$ cat config.mk
export PLATFORM = sky130hd
export DESIGN_NAME = approx_mult_pipe
export DESIGN_NICKNAME = d
export VERILOG_FILES = /design/src/rtl/approx_mult_pkg.sv /design/src/rtl/approx_tile_4x4.sv /design/src/rtl/approx_mult_pipe.sv
export SDC_FILE = /design/constraint.sdc
export NUM_CORES = 1
export LEC_CHECK = 0
export ABC_AREA = 1
export BUFFER_PORTS_ARGS = -buffer_cell sky130_fd_sc_hd__buf_2
export CORE_ASPECT_RATIO = 0.8
export CORE_MARGIN = 1
export CORE_UTILIZATION = 30
export CTS_CLUSTER_SIZE = 12
export DETAILED_ROUTE_END_ITERATION = 8
export HOLD_SLACK_MARGIN = 0.02
export SKIP_CTS_REPAIR_TIMING = 1
export SYNTH_ARGS = -nofsm -noshare
export SYNTH_HDL_FRONTEND = slang
export SYNTH_HIERARCHICAL = 1
export SYNTH_SLANG_ARGS = --single-unit
export TNS_END_PERCENT = 100
$ cat constraint.sdc
create_clock -name clk -period 8.3 [get_ports clk]
set_input_delay 1.66 -clock clk [delete_from_list [all_inputs] [get_ports clk]]
set_output_delay 1.66 -clock clk [all_outputs]
set_load 0.005 [all_outputs]
$ cat src/rtl/approx_mult_pkg.sv
// Shared constants and helpers for the pipelined approximate multiplier.
// Tiles are 4x4 nibble products; level selects how many low product bits are cleared.
package approx_mult_pkg;

    localparam int unsigned TILE_W = 4;

    typedef enum logic [1:0] {
        LVL_EXACT = 2'd0,
        LVL_T1    = 2'd1,
        LVL_T2    = 2'd2,
        LVL_T3    = 2'd3
    } lvl_e;

    function automatic int unsigned n_tiles(input int unsigned width);
        return (width / TILE_W) * (width / TILE_W);
    endfunction

endpackage

$ cat src/rtl/approx_tile_4x4.sv
// Combinational 4x4 unsigned tile product with run-time truncation of its low bits.
module approx_tile_4x4
    import approx_mult_pkg::*;
(
    input  logic [TILE_W-1:0]   a,
    input  logic [TILE_W-1:0]   b,
    input  logic [1:0]          lvl,
    output logic [2*TILE_W-1:0] p
);

    logic [2*TILE_W-1:0] prod;
    logic [2*TILE_W-1:0] keep;

    always_comb begin
        prod = a * b;
        keep = '1;
        unique case (lvl_e'(lvl))
            LVL_EXACT: keep = 8'hFF;
            LVL_T1:    keep = 8'hFE;
            LVL_T2:    keep = 8'hFC;
            LVL_T3:    keep = 8'hF8;
            default:   keep = '1;
        endcase
        p = prod & keep;
    end

endmodule

$ cat src/rtl/approx_mult_pipe.sv
// Three-stage stallable approximate multiplier: S1 beat register, S2 tile products,
// S3 exact or OR-approximate combine. Valid/ready on both sides, bubbles collapse.
module approx_mult_pipe
    import approx_mult_pkg::*;
#(
    parameter int unsigned WIDTH   = 8,
    parameter int unsigned ADD_APX = 4
) (
    input  logic                                 clk,
    input  logic                                 rst,
    input  logic                                 in_valid,
    output logic                                 in_ready,
    input  logic [WIDTH-1:0]                     in_a,
    input  logic [WIDTH-1:0]                     in_b,
    input  logic [2*(2*(WIDTH/TILE_W)-1)-1:0]    in_lvl,
    input  logic                                 in_add_apx,
    output logic                                 out_valid,
    input  logic                                 out_ready,
    output logic [2*WIDTH-1:0]                   out_r
);

    localparam int unsigned N    = WIDTH / TILE_W;
    localparam int unsigned NT   = n_tiles(WIDTH);
    localparam int unsigned LVLW = 2 * (2 * N - 1);
    localparam int unsigned RW   = 2 * WIDTH;
    localparam int unsigned PW   = 2 * TILE_W;

    logic                   v1_q, v1_d, v2_q, v2_d, v3_q, v3_d;
    logic [WIDTH-1:0]       a1_q, a1_d, b1_q, b1_d;
    logic [LVLW-1:0]        lvl1_q, lvl1_d;
    logic                   apx1_q, apx1_d, apx2_q, apx2_d;
    logic [NT-1:0][PW-1:0]  tile_p;
    logic [NT-1:0][PW-1:0]  tile2_q, tile2_d;
    logic [RW-1:0]          r3_q, r3_d;

    logic                   ld1, ld2, ld3, out_fire;
    logic [RW-1:0]          sh, sum_exact, or_all, sum_hi, low_mask, combined;

    for (genvar gi = 0; gi < N; gi++) begin : g_row
        for (genvar gj = 0; gj < N; gj++) begin : g_col
            approx_tile_4x4 u_tile (
                .a   (a1_q[TILE_W*gi +: TILE_W]),
                .b   (b1_q[TILE_W*gj +: TILE_W]),
                .lvl (lvl1_q[2*(gi+gj) +: 2]),
                .p   (tile_p[gi*N+gj])
            );
        end
    end

    // Each stage loads when empty or when its current content moves on this cycle.
    always_comb begin
        out_fire = v3_q && out_ready;
        ld3      = v2_q && (!v3_q || out_ready);
        ld2      = v1_q && (!v2_q || ld3);
        in_ready = !v1_q || ld2;
        ld1      = in_valid && in_ready;
    end

    // Approximate mode: no carry crosses from the OR-ed low field into the upper sum.
    always_comb begin
        sum_exact = '0;
        or_all    = '0;
        sum_hi    = '0;
        low_mask  = '0;
        sh        = '0;
        for (int unsigned k = 0; k < RW; k++) begin
            low_mask[k] = (k < ADD_APX);
        end
        for (int unsigned i = 0; i < N; i++) begin
            for (int unsigned j = 0; j < N; j++) begin
                sh        = RW'(tile2_q[i*N+j]) << (TILE_W * (i + j));
                sum_exact = sum_exact + sh;
                or_all    = or_all | sh;
                sum_hi    = sum_hi + (sh >> ADD_APX);
            end
        end
        combined = apx2_q ? ((sum_hi << ADD_APX) | (or_all & low_mask)) : sum_exact;
    end

    always_comb begin
        v1_d    = ld1 ? 1'b1 : (ld2 ? 1'b0 : v1_q);
        a1_d    = ld1 ? in_a : a1_q;
        b1_d    = ld1 ? in_b : b1_q;
        lvl1_d  = ld1 ? in_lvl : lvl1_q;
        apx1_d  = ld1 ? in_add_apx : apx1_q;

        v2_d    = ld2 ? 1'b1 : (ld3 ? 1'b0 : v2_q);
        tile2_d = ld2 ? tile_p : tile2_q;
        apx2_d  = ld2 ? apx1_q : apx2_q;

        v3_d    = ld3 ? 1'b1 : (out_fire ? 1'b0 : v3_q);
        r3_d    = ld3 ? combined : r3_q;
    end

    always_ff @(posedge clk) begin
        if (rst) begin
            v1_q <= 1'b0;
            v2_q <= 1'b0;
            v3_q <= 1'b0;
            r3_q <= '0;
        end else begin
            v1_q <= v1_d;
            v2_q <= v2_d;
            v3_q <= v3_d;
            r3_q <= r3_d;
        end
        a1_q    <= a1_d;
        b1_q    <= b1_d;
        lvl1_q  <= lvl1_d;
        apx1_q  <= apx1_d;
        tile2_q <= tile2_d;
        apx2_q  <= apx2_d;
    end

    assign out_valid = v3_q;
    assign out_r     = r3_q;

endmodule

# After elaboration in Yosys (flattened, before gate mapping)
# Index checks and enable logic that the tools add are counted.
# W data, S select, Z words.
[op_classes]
muxes = 10
n_eq_ne = 9
add_sub_neg = 6
multipliers = 4
n_reduce_logical = 16
bitwise = 8
[ops]
columns = ["cell", "count"]
rows = [
  ["$pmux W8 S4", 3],
  ["$and A8 B8 Y8", 4],
  ["$mul A4 B4 Y8", 4],
  ["$add A14 B16 Y16", 1],
  ["$mux W16", 1],
  ["$or A16 B4 Y16", 1],
  ["$add A13 B12 Y14", 1],
  ["$add A8 B12 Y13", 1],
  ["$add A10 B12 Y12", 1],
  ["$eq A2 B2 Y1 const B", 6],
  ["$or A4 B1 Y4 const B", 3],
  ["$add A9 B8 Y10", 1],
  ["$add A4 B8 Y9", 1],
  ["$eq A2 B1 Y1 const B", 3],
  ["$logic_not A2 Y1", 3],
  ["$mux W1", 6],
  ["$reduce_bool A2 Y1", 3],
  ["$logic_and A1 B1 Y1", 4],
  ["$logic_not A1 Y1", 3],
  ["$logic_or A1 B1 Y1", 3],
]
[totals]
inputBits = 27
regBits = 75
word_cells = 66

# Longest topological paths before layout
# Gate-level depths: netlist of run 1.
[depth]
ltp_word = 8
ltp_mapped = 12

# Cells and area by module
# Netlist of run 1, hierarchy kept.
[modules_own_cells]
columns = ["mod", "n_inst", "area_each_um2", "cells_each", "seq_area_each_um2"]
rows = [
  ["approx_mult_pipe", 1, 2906.5, 231, 2001.9],
  ["approx_tile_4x4 (g_row[0].g_col[0].u_tile ...)", 2, 484.2, 73, 0.0],
  ["approx_tile_4x4 (g_row[1].g_col[0].u_tile ...)", 2, 479.2, 73, 0.0],
]

# Worst setup path after synthesis of run 1
# Ideal clock, no wire load.
[synth_path]
path_kind = "input to output"
start = "input port out_ready"
end = "output port in_ready"
required_time_ns = 6.640
cell_stages = 5
slack_ns = 4.519
arrival_time_ns = 2.121
path_cell_list = "inv_1 -> nand2_1 -> nand2_1 -> buf_2 -> nand3_1"
[synth_via]
elab_chain_len = 5
[synth_rtl]
columns = ["element", "line", "rtl"]
rows = [
  ["start: declaration", "approx_mult_pipe.sv:18", "input logic out_ready,"],
  ["$logic_or A1 B1 Y1", "approx_mult_pipe.sv:53", "ld3 = v2_q && (!v3_q || out_ready);"],
  ["$logic_and A1 B1 Y1", "approx_mult_pipe.sv:53", ""],
  ["$logic_or A1 B1 Y1", "approx_mult_pipe.sv:54", "ld2 = v1_q && (!v2_q || ld3);"],
  ["$logic_and A1 B1 Y1", "approx_mult_pipe.sv:54", ""],
  ["$logic_or A1 B1 Y1", "approx_mult_pipe.sv:55", "in_ready = !v1_q || ld2;"],
  ["end: declaration", "approx_mult_pipe.sv:12", "output logic in_ready,"],
]
# Every way passes these cells.

# Worst setup path after layout of run 1
# Same ends and word-level chain as after synthesis.

==> metrics, run 1 <==
outcome=complete, no violations; total global routing overflow=0; Final TNS setup=0 ps; RSZ-0062 raised after global routing=no; placed inst area=5300 um2; final setup fails=0; WL per Instance=12.3 um; first-pass GRT wire length=16.1 mm; clock latency on the worst-skew pair=340 ps; Diodes inserted=0; Syn Nets=631; max cap viols=0; All-Layer GR Usage=12.7%; CTS tree=done; ys async rst share=0%; row count=41; Worst Clk Skew=10.0 ps; Slew Limit Headroom=21.7%; Setup crit start kind=input port; CP max-delay cell=nand2_1; Port Buffer Count=43; Final HPWL DP=7.43 mm; Mapped Area=4830 um2; fmax=0.241 GHz; CP required=6640 ps; Tmin final=4150 ps; hold path startpoint=out_r[1]; initial antenna violation count=0; crit path max fanout=11; clk sinks=73; fin crit share=49.9%; Pre-antenna DRT Iters=4; top cells by area, synth=edfxtp_1, ha_1, nand2_1, fa_1, dfxtp_1; CP max stage delay=270 ps; fin util=35.4%; Via Count=3390; FF-to-FF Start=a1_q[4]; top-count cell post-synth=nand2_1; CTS Buffer Depth=2; Worst-path clk slew=60 ps; critical path cell sequence=buf_2, inv_1, nand2_1, nand2_1, nand3_1, buf_2; DRT iter0 DRCs=173; Main synth FF type=edfxtp_1; core area=15700 um2; DRC viols=0; #FFs+latches synth=73; Area growth syn-to-layout=15.2%; Worst Tran Pin Value=1170 ps; Die ar.=16600 um2; syn_area_per_cell=9.24 um2; Vias/cell=4.27; Netlist cell types=24; register area share after synthesis=41.4%; EDFF count, synth=54; kind of critical path=in2out; height of the die=116 um; Final ANT Viol Nets=0; layout cells sized above 1=12.3%; fin. max-slew vios=0; routability cong.=0.847; largest net degree at the start of global routing=33; die width=144 um; min-delay worst type=reg2reg; CTS Buf Count=9; CTS root buf=clkbuf_16; number of global-route vias before repair=3354; top-level port count=45; Synth top cells by count=nand2_1, inv_1, ha_1, edfxtp_1, nor2_1; Setup crit end kind=primary output; Final Hold Vio Count=0; CP Data Arrival Time=2490 ps; largest area contributor in the netlist=edfxtp_1; initial core utilization=30.7%; LEAKAGE=0.00299 uW; start point of the critical path=out_ready; Layout Nets=681; filler instances=1589; Syn Inst Count=523; design area=5570 um2; Syn. warnings=6; top cell type's share of synthesized area=33.5%; detailed-route wire length=9.77 mm; Pwr Density=193 nW/um2; worst vdd ir=0.0000927 V; H-Tree Depth=3
[worst paths after layout]
path               to  slack, ps  cells after the start
max          in_ready       4150                      6
min          out_r[1]        480                      2
max reg2reg    sh[14]       5400                      8
min reg2reg  out_r[1]        480                      2
[worst max-delay path: cells and delay by family]
| family | cells | cell delay, ps |
|---|---|---|
| buf+inv | 3 | 310 |
| simple gates | 3 | 510 |
[stage by stage]
stage / power [uW] / hold slack [ps] / worst slack, ps / instances
final: 1070 / 480 / 4150 / 793
after global routing: 1140 / 503 / 4050 / 793
after CTS: 1090 / 484 / 4150 / 793
after detailed placement: 716 / 470 / 4160 / 777
after global placement: 709 / 460 / 4210 / 777
after floorplan: 642 / 455 / 4520 / 523
[where the power goes]
group / internal (uW) / switching (uW) / total [uW]
Clock: 203 / 159 / 362
Sequential: 428 / 22.5 / 450
Combinational: 106 / 155 / 260
[layout by cell type, fill, tap and decap left out, drive strengths merged]
master and count:
nand2 141, inv 94, ha 56, edfxtp 54
buf 43, nor2 37, nand3 27, fa 25
a21oi 19, dfxtp 19, o21ai 14, xor2 14
clkbuf 10, a21boi 5, nand4 5, nor3 4
or2 3, clkinvlp 3, xnor2 2, nand3b 1
o211ai 1, clkinv 1
[metal layers]
| layer | vias to the layer above | GRT usage (%) | part of all wire [%] | routed length [um] |
|---|---|---|---|---|
| li1 | 1778 | - | - | - |
| met1 | 1532 | 18.2 | 55 | 5370 |
| met2 | 73 | 18.8 | 41 | 3960 |
| met3 | 7 | 3.60 | 3.9 | 384 |
| met4 | 0 | 3.19 | 0.61 | 60 |
| met5 | - | 0 | 0 | 0 |
[cell type report]
cell class	instances	area (um2)	share of cell area [%]
Multi-Input combinational cell	354	2470	44.3
Sequential cell	73	2000	35.9
Inverter	92	345	6.20
Tap cell	215	269	4.83
Clock buffer	10	229	4.11
Timing Repair Buffer	43	215	3.86
Clock inverter	6	42.5	0.764
[cells by family (layout without fill, tap and decap cells)]
kind of cell	after synthesis	count (layout)	share of synthesized area (%)
adder cells (fa/ha/maj)	81	81	24.9
flip-flops	73	73	41.4
AND/OR/NAND/NOR	218	218	18.9
AO/OA/AOI/OAI	39	39	4.35
buffers and inverters	96	151	7.53
XOR/XNOR	16	16	2.90
[flip-flops by register name (all words and copies together) (netlist names)]
name	count
v2_q	1
tile2_q	24
b1_q	8
v1_q	1
lvl1_q	6
out_valid	1
sh	8
out_r	16
a1_q	8
Power figures use the tool's default switching activity.
==> inputs of run 2 (changes only) <==
==> constraint.sdc (replaced) <==
create_clock -name clk -period 3.4 [get_ports clk]
set_input_delay 0.68 -clock clk [delete_from_list [all_inputs] [get_ports clk]]
set_output_delay 0.68 -clock clk [all_outputs]
set_load 0.005 [all_outputs]
==> run 2 against run 1 <==
  * Critical endpoint is now tile2_q[22]
  * Wire length is 0.18% higher
  * Non-clock buffer count is 2 higher
  * Register-to-register slack worse by 4800 ps
  * Largest cell class unchanged
  * First-iteration DRC count is 1.2% lower
  * Critical path type is now reg2reg
  * Sequential cell count stayed put
==> metrics, run 2 (synthesized netlist as in run 1, its figures left out) <==
outcome=complete, no violations; placed inst area=5310 um2; CP Data Arrival Time=2940 ps; Port Buffer Count=43; fin crit share=83.8%; Diodes inserted=0; height of the die=116 um; initial antenna violation count=0; filler instances=1639; commonest non-fill, non-tap cell in the layout=nand2_1; Worst Tran Pin Value=409 ps; minimum hold slack=482 ps; clock latency on the worst-skew pair=340 ps; Worst Clk Skew=7.97 ps; clk sinks=73; core area=15700 um2; layout cells sized above 1=12.4%; DRT iter0 DRCs=171; RSZ-0062 raised after global routing=no; crit path max fanout=8; Tmin final=2850 ps; Pwr Density=468 nW/um2; worst setup margin=551 ps; r2r worst-path depth=8; H-Tree Depth=3; CTS Buf Count=9; Largest Register=tile2_q; kind of critical path=reg2reg; fmax=0.351 GHz; Vias/cell=4.28; CTS tree=done; max cap viols=0; LEAKAGE=0.00300 uW; Worst-path clk slew=60 ps; worst vdd ir=0.000244 V; Pre-antenna DRT Iters=4; max reg flops=24; Hold Path Depth=2; Final TNS setup=0 ps; total global routing overflow=0; final setup fails=0; top-level port count=45; Final ANT Viol Nets=0; WL per Instance=12.3 um; detailed-route wire length=9.79 mm; All-Layer GR Usage=12.8%; largest net degree at the start of global routing=33; fin. max-slew vios=0; Die ar.=16600 um2; initial core utilization=30.7%; routability cong.=0.842; min-delay worst type=reg2reg; Final Hold Vio Count=0; Layout Nets=683; total power=2610 uW; first-pass GRT wire length=16.1 mm; Setup crit end kind=flop; design area=5580 um2; CP required=3490 ps; Slew Limit Headroom=72.7%; CTS Buffer Depth=2; Area growth syn-to-layout=15.5%; Setup WS pre-CTS=552 ps; Setup crit start kind=flop; number of global-route vias before repair=3312; row count=41; most frequent cells in the layout=nand2_1, inv_1, ha_1, edfxtp_1, buf_2; CTS root buf=clkbuf_16; die width=144 um; DRC viols=0; Via Count=3403; Final HPWL DP=7.55 mm
[run 2: per-layer routing]
metal	up-vias	routed length [um]	track usage, %
li1	1780	-	-
met1	1545	5220	18.6
met2	71	4030	18.6
met3	7	453	3.43
met4	0	85	3.19
met5	-	0	0
[run 2: worst max-delay path, stage by stage, from the launching register on]
cell and delay, ps:
edfxtp_1 530, nand2_1 140, fa_1 550, inv_1 60
fa_1 540, fa_1 470, nand3_1 90, nand2_1 70
xor2_1 140
[run 2: path summary, 6_finish.rpt]
check / start / to / slack (ps)
setup / recovery: a1_q[4] / tile2_q[22] / 550
hold / removal: out_r[3] / out_r[3] / 480
setup reg to reg: a1_q[4] / tile2_q[22] / 550
hold reg to reg: out_r[3] / out_r[3] / 480
[run 2: final cells by class]
cell class / count / area [um2] / share of cell area, %
clock inverters: 7 / 45.0 / 0.807
clock buffers: 9 / 225 / 4.03
flip-flops and latches: 73 / 2000 / 35.9
well taps: 215 / 269 / 4.82
repair buffers: 45 / 230 / 4.12
inverters: 92 / 345 / 6.18
multi-input cells: 354 / 2470 / 44.2
[run 2: stage by stage]
stage | cells | util [%]
5_1_grt | 795 | 35.5
3_5_place_dp | 779 | 33.7
4_1_cts | 795 | 35.5
3_3_place_gp | 779 | 33.7
6_report | 795 | 35.5
2_1_floorplan | 523 | -
[run 2: report_power, final]
group	leakage [uW]	internal [uW]	switching (uW)
Combinational	0.00219	261	382
Clock	0.000127	491	384
Sequential	0.000685	1040	53.4
